File: config.mk
export PLATFORM = sky130hd
export DESIGN_NAME = kf8237_channel_register_bank
export DESIGN_NICKNAME = d
export VERILOG_FILES = /design/src/rtl/kf8237_pkg.sv /design/src/rtl/kf8237_channel_counter.sv /design/src/rtl/kf8237_channel_register_bank.sv
export SDC_FILE = /design/constraint.sdc
export NUM_CORES = 1
export LEC_CHECK = 0
export CAP_MARGIN = 20
export CORE_MARGIN = 2
export CORE_UTILIZATION = 40
export CTS_BUF_LIST = sky130_fd_sc_hd__clkbuf_16
export CTS_CLUSTER_DIAMETER = 120
export DETAILED_ROUTE_END_ITERATION = 16
export PLACE_DENSITY = 0.56
export SYNTH_ARGS = -nofsm -noshare
export SYNTH_HDL_FRONTEND = slang
export SYNTH_HIERARCHICAL = 1
export SYNTH_SLANG_ARGS = --single-unit
export TNS_END_PERCENT = 100
File: constraint.sdc
create_clock -name clock -period 3.43 [get_ports clock]
set_clock_uncertainty 0.2 [all_clocks]
set_input_delay 0.686 -clock clock [delete_from_list [all_inputs] [get_ports clock]]
set_output_delay 0.686 -clock clock [all_outputs]
set_load 0.02 [all_outputs]
File: src/rtl/kf8237_pkg.sv
// Shared constants and helpers for the KF8237 channel register bank.
package kf8237_pkg;

    localparam int MAX_CHANNELS  = 8;
    localparam int POINTER_WIDTH = 2;

    // Number of bus bytes in a register of the given bit width.
    function automatic int byte_count(input int width);
        return width / 8;
    endfunction

    // Pick one byte out of a (zero-extended) register value.
    function automatic logic [7:0] select_byte(input logic [31:0] value,
                                               input logic [POINTER_WIDTH-1:0] index);
        logic [7:0] result;
        case (index)
            2'd0:    result = value[7:0];
            2'd1:    result = value[15:8];
            2'd2:    result = value[23:16];
            default: result = value[31:24];
        endcase
        return result;
    endfunction

    // Index of the lowest set bit; 0 when nothing is set (callers test for that).
    function automatic logic [2:0] onehot_index(input logic [MAX_CHANNELS-1:0] value);
        logic [2:0] index;
        index = 3'd0;
        for (int i = MAX_CHANNELS - 1; i >= 0; i--) begin
            if (value[i]) index = 3'(i);
        end
        return index;
    endfunction

endpackage

File: src/rtl/kf8237_channel_counter.sv
// One DMA channel: base/current address and word count, byte loading,
// per-transfer stepping, terminal-count detection and autoinitialize reload.
module kf8237_channel_counter #(
    parameter int ADDR_WIDTH  = 16,
    parameter int COUNT_WIDTH = 16
) (
    input  logic                     clock,
    input  logic                     reset,
    input  logic [7:0]               data,
    input  logic [1:0]               byte_pointer,
    input  logic                     write_address,
    input  logic                     write_count,
    input  logic                     step,
    input  logic                     end_of_process,
    input  logic                     autoinitialize,
    input  logic                     address_decrement,
    output logic [ADDR_WIDTH-1:0]    current_address,
    output logic [COUNT_WIDTH-1:0]   current_count,
    output logic                     terminal
);
    import kf8237_pkg::*;

    localparam int ADDR_BYTES  = byte_count(ADDR_WIDTH);
    localparam int COUNT_BYTES = byte_count(COUNT_WIDTH);

    logic [ADDR_WIDTH-1:0]  base_address_reg, base_address_next;
    logic [ADDR_WIDTH-1:0]  current_address_reg, current_address_next;
    logic [COUNT_WIDTH-1:0] base_count_reg, base_count_next;
    logic [COUNT_WIDTH-1:0] current_count_reg, current_count_next;
    logic [ADDR_WIDTH-1:0]  address_mask;
    logic [COUNT_WIDTH-1:0] count_mask;
    logic [ADDR_WIDTH-1:0]  address_fill;
    logic [COUNT_WIDTH-1:0] count_fill;
    logic [ADDR_WIDTH-1:0]  address_stepped;

    // Byte lane masks select the lane addressed by the shared byte pointer.
    genvar gi;
    generate
        for (gi = 0; gi < ADDR_BYTES; gi++) begin : g_address_lane
            assign address_mask[gi*8 +: 8] = {8{byte_pointer == POINTER_WIDTH'(gi)}};
        end
        for (gi = 0; gi < COUNT_BYTES; gi++) begin : g_count_lane
            assign count_mask[gi*8 +: 8] = {8{byte_pointer == POINTER_WIDTH'(gi)}};
        end
    endgenerate

    assign address_fill    = {ADDR_BYTES{data}};
    assign count_fill      = {COUNT_BYTES{data}};
    assign address_stepped = address_decrement ? current_address_reg - 1'b1
                                               : current_address_reg + 1'b1;
    assign terminal        = step & ((current_count_reg == '0) | end_of_process);

    // A CPU write to a register takes precedence over that register's step.
    always_comb begin
        base_address_next    = base_address_reg;
        current_address_next = current_address_reg;
        base_count_next      = base_count_reg;
        current_count_next   = current_count_reg;
        if (write_address) begin
            base_address_next    = (base_address_reg & ~address_mask) | (address_fill & address_mask);
            current_address_next = (current_address_reg & ~address_mask) | (address_fill & address_mask);
        end else if (step) begin
            current_address_next = (terminal && autoinitialize) ? base_address_reg : address_stepped;
        end
        if (write_count) begin
            base_count_next    = (base_count_reg & ~count_mask) | (count_fill & count_mask);
            current_count_next = (current_count_reg & ~count_mask) | (count_fill & count_mask);
        end else if (step) begin
            current_count_next = (terminal && autoinitialize) ? base_count_reg
                                                              : current_count_reg - 1'b1;
        end
    end

    // Register update with asynchronous clear.
    always_ff @(posedge clock or posedge reset) begin
        if (reset) begin
            base_address_reg    <= '0;
            current_address_reg <= '0;
            base_count_reg      <= '0;
            current_count_reg   <= '0;
        end else begin
            base_address_reg    <= base_address_next;
            current_address_reg <= current_address_next;
            base_count_reg      <= base_count_next;
            current_count_reg   <= current_count_next;
        end
    end

    assign current_address = current_address_reg;
    assign current_count   = current_count_reg;

endmodule

File: src/rtl/kf8237_channel_register_bank.sv
// Per-channel address/count storage for the KF8237 DMA core: shared byte
// pointer, byte-serial read mux, terminal-count pulse and sticky TC status.
module kf8237_channel_register_bank #(
    parameter int CHANNELS    = 4,
    parameter int ADDR_WIDTH  = 16,
    parameter int COUNT_WIDTH = 16
) (
    input  logic                   clock,
    input  logic                   reset,
    input  logic [7:0]             internal_data_bus,
    input  logic [CHANNELS-1:0]    write_base_and_current_address,
    input  logic [CHANNELS-1:0]    write_base_and_current_word_count,
    input  logic [CHANNELS-1:0]    read_current_address,
    input  logic [CHANNELS-1:0]    read_current_word_count,
    input  logic                   clear_byte_pointer,
    input  logic                   master_clear,
    input  logic                   read_status_register,
    input  logic [CHANNELS-1:0]    autoinitialize,
    input  logic [CHANNELS-1:0]    address_decrement,
    input  logic [CHANNELS-1:0]    active_channel,
    input  logic                   update,
    input  logic                   end_of_process_in,
    output logic [7:0]             data_bus_out,
    output logic [ADDR_WIDTH-1:0]  current_address_out,
    output logic                   terminal_count,
    output logic [CHANNELS-1:0]    terminal_count_status
);
    import kf8237_pkg::*;

    localparam logic [POINTER_WIDTH-1:0] ADDR_LAST  = POINTER_WIDTH'(byte_count(ADDR_WIDTH) - 1);
    localparam logic [POINTER_WIDTH-1:0] COUNT_LAST = POINTER_WIDTH'(byte_count(COUNT_WIDTH) - 1);

    logic [POINTER_WIDTH-1:0] byte_pointer_reg, byte_pointer_next, pointer_last;
    logic                     read_level, read_level_reg, read_fall, read_kind_reg;
    logic                     status_read_reg, terminal_count_reg;
    logic [CHANNELS-1:0]      status_reg, status_next;
    logic [CHANNELS-1:0]      write_address_sel, write_count_sel, active_sel, tc_ch;
    logic [MAX_CHANNELS-1:0]  read_address_pad, read_count_pad, active_pad;
    logic [ADDR_WIDTH-1:0]    address_ch [MAX_CHANNELS];
    logic [COUNT_WIDTH-1:0]   count_ch   [MAX_CHANNELS];

    // Isolate the lowest set bit so that several strobes act on one channel only.
    assign write_address_sel = write_base_and_current_address
                             & (~write_base_and_current_address + CHANNELS'(1));
    assign write_count_sel   = write_base_and_current_word_count
                             & (~write_base_and_current_word_count + CHANNELS'(1));
    assign active_sel        = active_channel & (~active_channel + CHANNELS'(1));

    assign read_address_pad  = MAX_CHANNELS'(read_current_address);
    assign read_count_pad    = MAX_CHANNELS'(read_current_word_count);
    assign active_pad        = MAX_CHANNELS'(active_channel);

    genvar gi;
    generate
        for (gi = 0; gi < MAX_CHANNELS; gi++) begin : g_channel
            if (gi < CHANNELS) begin : g_used
                kf8237_channel_counter #(
                    .ADDR_WIDTH  (ADDR_WIDTH),
                    .COUNT_WIDTH (COUNT_WIDTH)
                ) u_counter (
                    .clock             (clock),
                    .reset             (reset),
                    .data              (internal_data_bus),
                    .byte_pointer      (byte_pointer_reg),
                    .write_address     (write_address_sel[gi]),
                    .write_count       (write_count_sel[gi]),
                    .step              (update & active_sel[gi]),
                    .end_of_process    (end_of_process_in),
                    .autoinitialize    (autoinitialize[gi]),
                    .address_decrement (address_decrement[gi]),
                    .current_address   (address_ch[gi]),
                    .current_count     (count_ch[gi]),
                    .terminal          (tc_ch[gi])
                );
            end else begin : g_unused
                assign address_ch[gi] = '0;
                assign count_ch[gi]   = '0;
            end
        end
    endgenerate

    // Byte-serial read mux; address reads take priority over count reads.
    always_comb begin
        data_bus_out = 8'h00;
        if (|read_current_address)
            data_bus_out = select_byte(32'(address_ch[onehot_index(read_address_pad)]), byte_pointer_reg);
        else if (|read_current_word_count)
            data_bus_out = select_byte(32'(count_ch[onehot_index(read_count_pad)]), byte_pointer_reg);
    end

    // Address of the channel in service, zero when idle.
    always_comb begin
        current_address_out = '0;
        if (|active_channel)
            current_address_out = address_ch[onehot_index(active_pad)];
    end

    assign read_level = (|read_current_address) | (|read_current_word_count);
    assign read_fall  = read_level_reg & ~read_level;

    // Pointer advance: writes step immediately, reads step once the read ends.
    always_comb begin
        byte_pointer_next = byte_pointer_reg;
        if (|write_base_and_current_address)
            pointer_last = ADDR_LAST;
        else if (|write_base_and_current_word_count)
            pointer_last = COUNT_LAST;
        else
            pointer_last = read_kind_reg ? ADDR_LAST : COUNT_LAST;
        if (clear_byte_pointer || master_clear)
            byte_pointer_next = '0;
        else if ((|write_base_and_current_address) || (|write_base_and_current_word_count) || read_fall)
            byte_pointer_next = (byte_pointer_reg >= pointer_last) ? '0 : byte_pointer_reg + 1'b1;
    end

    // Sticky TC flags: clears first, then a new terminal count sets its flag.
    always_comb begin
        status_next = status_reg;
        if (master_clear || (status_read_reg && !read_status_register))
            status_next = '0;
        status_next = status_next | tc_ch;
    end

    // Control state with asynchronous clear.
    always_ff @(posedge clock or posedge reset) begin
        if (reset) begin
            byte_pointer_reg   <= '0;
            read_level_reg     <= 1'b0;
            read_kind_reg      <= 1'b0;
            status_read_reg    <= 1'b0;
            terminal_count_reg <= 1'b0;
            status_reg         <= '0;
        end else begin
            byte_pointer_reg   <= byte_pointer_next;
            read_level_reg     <= read_level;
            read_kind_reg      <= read_level ? (|read_current_address) : read_kind_reg;
            status_read_reg    <= read_status_register;
            terminal_count_reg <= |tc_ch;
            status_reg         <= status_next;
        end
    end

    assign terminal_count        = terminal_count_reg;
    assign terminal_count_status = status_reg;

endmodule

==> reports/metrics.cfg <==
[floorplanning]
num_rows = 76
io_pins = 72
fp.dieW_um = 212
start_util_pct = 40.3
dieArea_um2 = 44900
placeableCoreArea_um2 = 42900
die_y_um = 212

[cells_and_area]
drive_above_1_share_pct = 23.0
fillers = 4058
final_cell_mix = dfrtp_1, buf_4, nand2_1, nor2_1, o21ai_0
nets = 2192
fin_area_um2 = 21400
areaGrowthSynthToFinish_pct = 23.5
antenna_cells = 0
postLayoutCoreUtil_pct = 49.8
final_common_cell = dfrtp_1

[global_route]
grt.overflow.total = 0
antenna_found_initial = 0
grt.total_usage_pct = 26.4
grt_pass1_vias = 15292
grt_max_degree = 65
grt_pass1_wl_um = 90900

[synth]
yosys.cell_types.count = 79
ys.flop_type = dfrtp_1
synth.largest_area_cell = dfrtp_1
ys_seq_area_share_pct = 38.3
ys_seq_elements = 265
synth_edf_count = 0
netlist_area_um2 = 17300
yosysTopAreaCellShare_pct = 38.3
netlist_instances = 1845
yosysWarnings = 6
async_reset_ff_share_pct = 100
syn_area_per_cell_um2 = 9.38
synth_fp_nets = 1955
yosys-top-cells-area = dfrtp_1, mux2_2, ha_1

[placed_design]
placed_cell_area_um2 = 20200
dp_hpwl_um = 42700
routabilityCongestion = 0.911
port_buffers = 71

[clocking]
cts_hold_buf = 0
cts_tree = built
cts-htree-levels = 1
cts_buffers = 31
clk_latency_ns = 0.58
cts.path.max_buffers = 3
cts.clk_slew.worst_paths_ns = 0.06
cts.sinks = 265
cts_root_buf = clkbuf_16

[sta]
setup_viol = 0
slew_headroom_pct = 33.2
layout_min_cycle_time_ns = 3.41
tns_ns = 0
slew_violations = 0
tightest_slew_ns = 1.00
fmax_mhz = 293
hold_viol = 0
min_period_over_period_pct = 99.5

[setup_path]
required_ns = 2.54
crit_path_start_kind = input pin
end_kind = output port
path_max_fanout = 8
critPathKind = input pin to output port
critPathArrivalTime_ns = 2.53

[power]
irDropWorstVdd_v = 0.000345
design_power_total_uw = 14300
power.density_nw_per_um2 = 669
p_leak_uw = 0.00936

[outcome]
status = finished, final reports clean

[detailed_routing]
antenna_left = 0
wl_um = 58800
vias = 15739
avgViaCountPerCell = 5.85
dr.pass1.iters = 7
post_drt_wl_per_cell_um = 21.8
drc_errors = 0
drtIter0Drc = 1250

[hold_path]
hold_path_class = flop to flop

[run]
cap_violations = 0

power breakdown:
| group | switching [uW] | total [uW] | internal (uW) |
|---|---|---|---|
| sequential | 1220 | 5180 | 3950 |
| clock | 1390 | 3320 | 1930 |
| combinational | 2910 | 5780 | 2870 |
| total | 5520 | 14300 | 8760 |
critical path, stage by stage:
cell,delay (ns)
dlygate4sd2_1,0.29
inv_1,0.12
a21oi_4,0.24
buf_4,0.16
buf_12,0.13
mux4_2,0.57
and2b_1,0.18
buf_2,0.15
through the flow:
stage,hold WS [ns],setup WS [ns],std cells
floorplan,0.241,0.543,1845
global placement,0.252,-0.751,2628
detailed placement,0.262,-0.727,2628
CTS,0.277,0.00353,2690
global route,0.295,-0.0111,2692
finish,0.272,0.0184,2692
area by class of cell:
type	instances	area [um^2]	share of cell area, %
Sequential cell	265	6630	31.0
Tap cell	585	732	3.43
Clock inverter	27	230	1.08
Timing Repair inverter	1	7.51	0.0351
Inverter	54	206	0.966
Clock buffer	31	776	3.63
Multi-Input combinational cell	1434	10200	47.9
Timing Repair Buffer	295	2540	11.9
repair_timing:
item | in CTS | in global routing
pin swaps | 6 | 4
gates cloned | 1 | 1
resized for setup | 135 | 17
setup endpoints to repair | 24 | 18
buffers inserted | 3 | 1
metal layers:
| metal | routed length, um | up-vias | track usage, % | part of all wire [%] |
|---|---|---|---|---|
| met3 | 3920 | 96 | 4.27 | 6.7 |
| met1 | 26300 | 7791 | 37.0 | 45 |
| met5 | 0 | - | 0 | 0 |
| li1 | - | 7317 | - | - |
| met4 | 1630 | 0 | 7.94 | 2.8 |
| met2 | 27000 | 535 | 42.0 | 46 |
path summary, 6_finish.rpt:
path / startpoint / to / slack (ns) / cells past startpoint
min in group asynchronous: reset / asynchronous set/reset pin / 0.55 / 2
max reg2reg: flop / flop / 0.47 / 8
max: active_channel[1] / current_address_out[3] / 0.02 / 8
max in group asynchronous: reset / asynchronous set/reset pin / 1.83 / 3
min reg2reg: flop / flop / 0.27 / 2
min: flop / flop / 0.27 / 2
Yosys cell counts (31+ instances only):
library cell / count
a211oi_1: 31
a21oi_1: 95
a22oi_1: 52
clkbuf_1: 62
dfrtp_1: 265
ha_1: 63
inv_1: 54
mux2_2: 90
nand2_1: 190
nor2_1: 159
o21ai_0: 146
xnor2_1: 60
xor2_1: 38
cell families after synthesis:
logic type               Yosys count  share of synthesized area [%]
XOR/XNOR                          98                           4.96
buffers and inverters            146                           3.62
adder cells (fa/ha/maj)           67                           5.02
AO/OA/AOI/OAI                    575                           22.3
flip-flops                       265                           38.3
AND/OR/NAND/NOR                  576                           17.0
multiplexers                     118                           8.72
Note: power is estimated with default switching activity, not from simulation.
